File: src/rtl/prio_enc_pkg.sv
// rtl/prio_enc_pkg.sv - shared types and selection helper for priority_encoder_reg
//
// Purpose: FSM state type and the first-set-bit search used by prio_pick.
// Contents:
//   prio_state_e - EMPTY (nothing offered) / HOLD (y offered, valid=1)
//   pick_t       - {found, idx} result of a search
//   pick_first() - first set bit of vec at or above start, wrapping at n-1 -> 0
package prio_enc_pkg;

  localparam int MAXN = 64;

  typedef enum logic [0:0] {
    EMPTY = 1'b0,
    HOLD  = 1'b1
  } prio_state_e;

  typedef struct packed {
    logic       found;
    logic [5:0] idx;
  } pick_t;

  // Offsets are scanned from highest to lowest so the smallest offset from
  // start is the last one written and therefore wins.
  function automatic pick_t pick_first(input logic [MAXN-1:0] vec,
                                       input logic [5:0]      start,
                                       input int              n);
    pick_t r;
    int    j;
    r = '0;
    for (int k = MAXN - 1; k >= 0; k--) begin
      if (k < n) begin
        j = int'(start) + k;
        if (j >= n) j = j - n;
        if (vec[j[5:0]]) begin
          r.found = 1'b1;
          r.idx   = j[5:0];
        end
      end
    end
    return r;
  endfunction

endpackage

File: src/rtl/prio_pick.sv
// rtl/prio_pick.sv - combinational first-set-bit selector with wrap-around start
//
// Purpose: pick the first set bit of cand searching upward from start.
// Ports:
//   cand  [N-1:0] in  - candidate request vector
//   start [W-1:0] in  - search start index (tied to 0 for fixed priority)
//   idx   [W-1:0] out - selected index (meaningful when found)
//   found         out - cand has at least one set bit
module prio_pick
  import prio_enc_pkg::*;
#(
  parameter int N = 8
) (
  input  logic [N-1:0]         cand,
  input  logic [$clog2(N)-1:0] start,
  output logic [$clog2(N)-1:0] idx,
  output logic                 found
);

  localparam int W = $clog2(N);

  logic [MAXN-1:0] vec_ext;
  logic [5:0]      start_ext;
  pick_t           res;

  always_comb begin
    vec_ext          = '0;
    vec_ext[N-1:0]   = cand;
    start_ext        = '0;
    start_ext[W-1:0] = start;
  end

  assign res = pick_first(vec_ext, start_ext, N);
  assign idx = res.idx[W-1:0];
  // A found index is always below N; the range term keeps every result bit live.
  assign found = res.found && (int'(res.idx) < N);

endmodule

File: src/rtl/priority_encoder_reg.sv
// rtl/priority_encoder_reg.sv - registered priority encoder with pending requests and handshake
//
// Purpose: collects one-cycle request pulses into a pending register and offers
// one granted index at a time on y/valid, accepted by ready.
// Configuration macro: PRIORITY_ENCODER_RR_EN (rotating priority; default fixed lowest-index).
// Ports:
//   clk, rst_n        - clock, synchronous active-low reset
//   req     [N-1:0] in  - request pulses
//   ready           in  - consumer accepts y when valid && ready
//   err_clr         in  - clears dup_err (a coincident new duplicate wins)
//   y       [W-1:0] out - granted index
//   valid           out - y holds a granted index
//   pend    [N-1:0] out - pending requests not yet granted
//   dup_err         out - sticky: a request arrived for an already pending bit
module priority_encoder_reg
  import prio_enc_pkg::*;
#(
  parameter int N = 8
) (
  input  logic                 clk,
  input  logic                 rst_n,
  input  logic [N-1:0]         req,
  input  logic                 ready,
  input  logic                 err_clr,
  output logic [$clog2(N)-1:0] y,
  output logic                 valid,
  output logic [N-1:0]         pend,
  output logic                 dup_err
);

  localparam int W = $clog2(N);

  prio_state_e  state_q;
  logic [W-1:0] y_q;
  logic         valid_q;
  logic [N-1:0] pend_q, pend_d;
  logic         dup_err_q, dup_err_d;

  logic [N-1:0] cand;
  logic [W-1:0] start;
  logic [W-1:0] idx;
  logic         found;
  logic         load;
  logic [N-1:0] sel_oh;
  logic         dup;

`ifdef PRIORITY_ENCODER_RR_EN
  logic [W-1:0] ptr_q;
  assign start = ptr_q;
`else
  assign start = '0;
`endif

  assign cand = pend_q | req;

  prio_pick #(.N(N)) u_pick (
    .cand  (cand),
    .start (start),
    .idx   (idx),
    .found (found)
  );

  assign load   = ((state_q == EMPTY) || ready) && found;
  assign sel_oh = load ? (N'(1) << idx) : '0;
  assign pend_d = cand & ~sel_oh;
  // The bit granted on this edge is not a duplicate; a request for the index
  // already in y is not in pend (it left on its load edge), so it is new.
  assign dup       = |(req & pend_q & ~sel_oh);
  assign dup_err_d = dup | (dup_err_q & ~err_clr);

  always_ff @(posedge clk) begin
    if (!rst_n) begin
      state_q   <= EMPTY;
      y_q       <= '0;
      valid_q   <= 1'b0;
      pend_q    <= '0;
      dup_err_q <= 1'b0;
    end else begin
      pend_q    <= pend_d;
      dup_err_q <= dup_err_d;
      case (state_q)
        EMPTY: begin
          if (found) begin
            y_q     <= idx;
            valid_q <= 1'b1;
            state_q <= HOLD;
          end
        end
        HOLD: begin
          if (ready) begin
            if (found) begin
              y_q <= idx;
            end else begin
              valid_q <= 1'b0;
              state_q <= EMPTY;
            end
          end
        end
        default: begin
          valid_q <= 1'b0;
          state_q <= EMPTY;
        end
      endcase
    end
  end

`ifdef PRIORITY_ENCODER_RR_EN
  always_ff @(posedge clk) begin
    if (!rst_n) begin
      ptr_q <= '0;
    end else if (load) begin
      ptr_q <= (idx == W'(N - 1)) ? '0 : idx + W'(1);
    end
  end
`endif

  assign y       = y_q;
  assign valid   = valid_q;
  assign pend    = pend_q;
  assign dup_err = dup_err_q;

endmodule

File: config.mk
export PLATFORM = sky130hd
export DESIGN_NAME = priority_encoder_reg
export DESIGN_NICKNAME = d
export VERILOG_FILES = /design/src/rtl/prio_enc_pkg.sv /design/src/rtl/prio_pick.sv /design/src/rtl/priority_encoder_reg.sv
export SDC_FILE = /design/constraint.sdc
export NUM_CORES = 1
export LEC_CHECK = 0
export ABC_AREA = 0
export CAP_MARGIN = 20
export CORE_MARGIN = 2
export CORE_UTILIZATION = 42
export CTS_BUF_LIST = sky130_fd_sc_hd__clkbuf_4 sky130_fd_sc_hd__clkbuf_8 sky130_fd_sc_hd__clkbuf_16
export DETAILED_ROUTE_END_ITERATION = 7
export PLACE_DENSITY = 0.75
export SETUP_SLACK_MARGIN = 0.05
export SLEW_MARGIN = 25
export SYNTH_ARGS = -nofsm -noshare
export SYNTH_HDL_FRONTEND = slang
export SYNTH_SLANG_ARGS = --single-unit
File: constraint.sdc
create_clock -name clk -period 2.4 [get_ports clk]
set_clock_uncertainty 0.2 [all_clocks]
set_input_delay 0.24 -clock clk [delete_from_list [all_inputs] [get_ports clk]]
set_output_delay 0.24 -clock clk [all_outputs]
set_load 0.005 [all_outputs]
==> results of run 1 <==
through the flow:
step	hold WS, ns	setup slack [ns]	cell area (µm²)	TNS, ns
floorplan	0.1805	0.4335	723.2	0
global placement	0.2572	-0.05469	1027	-0.05469
detailed placement	0.2582	-0.06550	1027	-0.06550
CTS	0.2839	0.2220	1064	0
global route	0.3008	0.1327	1064	0
finish	0.2786	0.2217	1064	0
flip-flops by register name (all words and copies together) (netlist names):
name     cells
dup_err      1
pend         8
state_q      1
y            3
valid        1
cells by family (layout without fill, tap and decap cells):
| group | Yosys count | in the layout | share of synthesized area (%) |
|---|---|---|---|
| AND/OR/NAND/NOR | 40 | 40 | 32.18 |
| AO/OA/AOI/OAI | 26 | 26 | 26.82 |
| flip-flops | 14 | 14 | 38.75 |
| buffers and inverters | 4 | 37 | 2.248 |
power by group:
| part | internal, W | switching, W |
|---|---|---|
| sequential | 0.000249 | 0.0000152 |
| combinational | 0.0000763 | 0.0000533 |
| clock | 0.0000922 | 0.0000793 |
| total | 0.000418 | 0.000148 |
routing by layer:
| metal | vias to the layer above | GRT usage, % |
|---|---|---|
| met3 | 2 | 3.968 |
| met1 | 350 | 26.21 |
| met2 | 23 | 30.70 |
| met5 | - | 0 |
| met4 | 0 | 7.059 |
| li1 | 390 | - |
cells in the mapped netlist:
cell	count	area share [%]
a32o_1	1	1.4
o21ai_0	5	3.5
a21boi_0	1	1.0
a22oi_1	1	1.0
o211a_1	2	2.8
nor4_1	2	1.7
a2111o_1	1	1.6
dfxtp_1	14	39
nor4b_2	1	2.1
a31oi_1	1	0.87
or4_4	2	3.1
o21a_1	1	1.0
or2_2	1	0.87
a211oi_1	1	1.0
or2_1	1	0.87
nor3_1	4	2.8
inv_1	2	1.0
nand2_1	8	4.2
nor4_2	2	3.5
nand3_1	2	1.4
or4_1	1	1.0
nor2b_1	1	0.87
buf_2	1	0.69
o221a_2	1	1.6
a21oi_1	6	4.2
o311ai_1	1	1.2
nand2b_1	2	1.7
and3b_1	1	1.2
and3_1	2	1.7
a2111oi_2	1	2.1
nor2_1	10	5.2
clkbuf_1	1	0.52
o221a_1	1	1.6
o211ai_1	2	2.1
worst max-delay path: stages:
cell,delay [ns]
clkdlybuf4s50_1,0.45
or4_4,0.56
nor2_1,0.24
nor4b_2,0.32
o221a_1,0.25
o211ai_1,0.08
area by class of cell:
class                   instances  share of cell area (%)
clock buffers                   4                   3.412
well taps                      16                   1.882
flip-flops and latches         14                   26.35
inverters                       2                  0.7059
repair buffers                 31                   27.53
multi-input cells              66                   40.12
worst paths after layout:
| kind | cells past startpoint | slack (ns) | startpoint | endpoint |
|---|---|---|---|---|
| max | 6 | 0.22 | req[0] | dup_err |
| max reg2reg | 5 | 0.28 | pend[0] | dup_err |
| min | 1 | 0.28 | valid | valid |
| min reg2reg | 1 | 0.28 | valid | valid |
==> metrics.md, run 1 <==
| Metric | Value |
|---|---|
| Drt pass-1 iters | 4 |
| Fillers | 133 |
| Cell variety after synth | 34 |
| Routed wl met3 | 87 µm |
| Hold Fails Final Rpt | 0 |
| Yosys reg bits | 14 |
| Multi-input logic area | 426.7 µm² |
| Slew HR | roughly 69% |
| Pins over their slew limit | 0 |
| Sequential fraction of the synthesis area | 38.75% |
| Initial antenna violation count | 0 |
| Routed met2 length | approximately 850 µm |
| Share of layout cells above drive strength 1 | ~16% |
| Most common cell after layout, fill and taps aside | clkdlybuf4s50_1 |
| Worst vdd ir | 363.1 µV |
| FF+latch area | 280.3 µm² |
| Drt total wl | 1.829 mm |
| Global Route Usage Sum | 19.53% |
| Cts bufs inserted | 3 |
| Root buffer cell | clkbuf_4 |
| Critical Path Start Type | input pin |
| Cts hold-fix bufs | 0 |
| Unrepaired setup endpoints after global routing | no |
| GPL Wtd Cong | 0.7590 |
| Largest net degree at the start of global routing | 10 |
| WS Path Type | in2reg |
| Status | complete, no violations |
| Initial core utilization | 46.39% |
| Setup bufs post-CTS | 0 |
| Worst setup EP type | flop |
| Via density per instance | 5.752 |
| I/O Buffers | 24 |
| N_diodes | 0 |
| Pwr/cell area | 531.7 nW/µm² |
| Arr. time, crit path | approximately 2.1 ns |
| Worst EP required | 2.36 ns |
| Reg clk slew, reported paths | around 0.09 ns |
| Gate Count Post-Synth | 84 |
| Die X | 45.50 µm |
| DR iter-0 viols | 27 |
| Worst Hold Class | reg2reg |
| Residual DRC | 0 |
| Routed Antenna Nets | 0 |
| Area growth, synth to finish | 47.06% |
| Number of global-route vias before repair | approximately 690 |
| Worst Tran Pin Value | 0.4598 ns |
| Tot Pwr | 0.0005655 W |
| Top sig layer | met4 |
| Achievable Freq | 0.4591 GHz |
| Total gr overflow | 0 |
| Max cap viols | 0 |
| Fin cells | 133 |
| Core Footprint | 1559 µm² |
| Crit Path Max Fanout | 5 |
| Clk sinks | 14 |
| Row count | 14 |
| Clk_lat worst skew | 0.28 ns |
| Final Critical Period | around 2.2 ns |
| Mapped Avg Cell Area | 8.609 µm² |
| CTS tree | done |
| Fin crit share | about 90% |
| Clock Path Buffers | 2 |
| Post-DP HPWL | 1.420 mm |
| Die Span Y | roughly 45 µm |
| Syn nets | 96 |
| Final setup vio count | 0 |
| M1 WL | 880 µm |
| DP Cell Count | 129 |
| Vias post-DR | between 700 and 800 |
| Synth warn | 0 |
| Util after Layout | 68.22% |
| Wire length per cell | 13.75 µm |
| Nets | 130 |
| Most frequent cells in the layout | clkdlybuf4s50_1 (24), dfxtp_1 (14), nor2_1 (10) |
| LEAKAGE | roughly 0.41 nW |
| Resized Gates After CTS | 0 |
| First-pass GRT wire length | 2.925 mm |
| Mapped Area | ~720 µm² |
| CTS H-tree lvls | 1 |
| I/O pin count | 25 |
| Die area | ~2100 µm² |
Power figures use the tool's default switching activity.
==> run 2: changes to the inputs <==
- ABC_CLOCK_PERIOD_IN_PS: not set -> 2500
- clock period: 2.4 -> 2.5 ns (I/O delays scaled with it)
==> metrics.md, run 2 (synthesis gave the netlist of run 1 again) <==
| Metric | Value |
|---|---|
| Via density per instance | 5.654 |
| Die Span Y | between 40 and 50 µm |
| Fin cells | 130 |
| Drt total wl | 1.683 mm |
| Total gr overflow | 0 |
| Hold Fails Final Rpt | 0 |
| Area growth, synth to finish | 43.08% |
| Worst Hold Class | reg2reg |
| Final setup vio count | 0 |
| Worst-path cell with the longest stage delay | or4_4 |
| Final Critical Period | 2.143 ns |
| Cts hold-fix bufs | 0 |
| Root buffer cell | clkbuf_4 |
| Clk sinks | 14 |
| N_diodes | 0 |
| Critical Path Start Type | input pin |
| CTS tree | done |
| Drt pass-1 iters | 4 |
| LEAKAGE | 0.3959 nW |
| Fin crit share | roughly 86% |
| Arr. time, crit path | 2.10 ns |
| Hold slack | 0.2796 ns |
| Routed Antenna Nets | 0 |
| Worst EP required | 2.46 ns |
| Max FFs per register | 8 |
| Largest net degree at the start of global routing | 10 |
| Initial core utilization | 46.39% |
| Most common cell after layout, fill and taps aside | clkdlybuf4s50_1 |
| Achievable Freq | 0.4667 GHz |
| Initial antenna violation count | 0 |
| Final WS setup | 0.3575 ns |
| Worst Tran Pin Value | 0.4697 ns |
| Cts bufs inserted | 3 |
| Worst vdd ir | 401.5 µV |
| Nets | 128 |
| I/O Buffers | 24 |
| Setup bufs post-CTS | 0 |
| WS Path Type | in2reg |
| Number of global-route vias before repair | between 600 and 700 |
| Row count | 14 |
| Fillers | about 130 |
| Post-DP HPWL | 1.355 mm |
| Residual DRC | 0 |
| Vias post-DR | 735 |
| Resized Gates After CTS | 0 |
| Slew HR | 68.19% |
| Status | complete, no violations |
| Max cap viols | 0 |
| Worst slack, placed | 0.06679 ns |
| Pins over their slew limit | 0 |
| Global Route Usage Sum | 17.43% |
| GPL Wtd Cong | approximately 0.84 |
| Tot Pwr | ~0.0005 W |
| Die area | slightly above 2000 µm² |
| Worst setup EP type | flop |
| Pwr/cell area | 483.8 nW/µm² |
| Worst path max stage delay | 0.57 ns |
| I/O pin count | 25 |
| Unrepaired setup endpoints after global routing | no |
| Fin Setup TNS | 0 ns |
| Wire length per cell | 12.95 µm |
| DR iter-0 viols | 10 |
| Clock Path Buffers | 2 |
| Most frequent cells in the layout | clkdlybuf4s50_1 (24), dfxtp_1 (14), nor2_1 (10) |
| Core Footprint | 1559 µm² |
| Die X | 45.50 µm |
| DP Cell Count | 127 |
| CTS H-tree lvls | 1 |
| Reg clk slew, reported paths | 0.08 ns |
| Share of layout cells above drive strength 1 | 14.04% |
| Crit path cell chain | clkdlybuf4s50_1 -> or4_4 -> a2111oi_2 -> and3_1 -> o221a_1 -> o211ai_1 |
| Crit Path Max Fanout | 4 |
| Clk_lat worst skew | between 0.2 and 0.3 ns |
| First-pass GRT wire length | approximately 2.7 mm |
## run 2: cell type report
type                    instances  area (µm²)  share of cell area (%)
repair buffers                 29       277.8                   26.84
clock buffers                   3       22.52                   2.177
flip-flops and latches         14       280.3                   27.09
well taps                      16       20.02                   1.935
multi-input cells              66       426.7                   41.23
inverters                       2       7.507                  0.7255
## run 2: metrics by stage
stage          area, µm²  util (%)
3_3_place_gp        1012     64.93
4_1_cts             1035     66.37
2_1_floorplan      723.2         -
5_1_grt             1035     66.37
3_5_place_dp        1012     64.93
6_report            1035     66.37
## run 2: routing by layer
layer	wire [µm]	global-route usage, %	part of all wire [%]	up-vias
met3	62	2.381	3.7	0
li1	-	-	-	384
met2	766	27.04	46	20
met4	0	5.294	0	0
met1	854	24.88	51	331
met5	0	0	0	-
## run 2: power by group
group          internal [W]  switching [W]  leakage, nW
combinational     0.0000708      0.0000495        0.265
clock             0.0000557      0.0000714       0.0138
sequential         0.000239      0.0000138        0.117
## run 2: final timing paths
path	from	to	slack, ns	cells after the start
setup / recovery	req[5]	dup_err	0.36	6
hold / removal	valid	valid	0.28	1
setup reg to reg	pend[5]	dup_err	0.43	5
hold reg to reg	valid	valid	0.28	1
## run 2: critical path: cells and delay by family
kind	cells	cell delay, ns
AO/OA/AOI/OAI	3	0.61
buffers and inverters	1	0.46
AND/OR/NAND/NOR	2	0.79
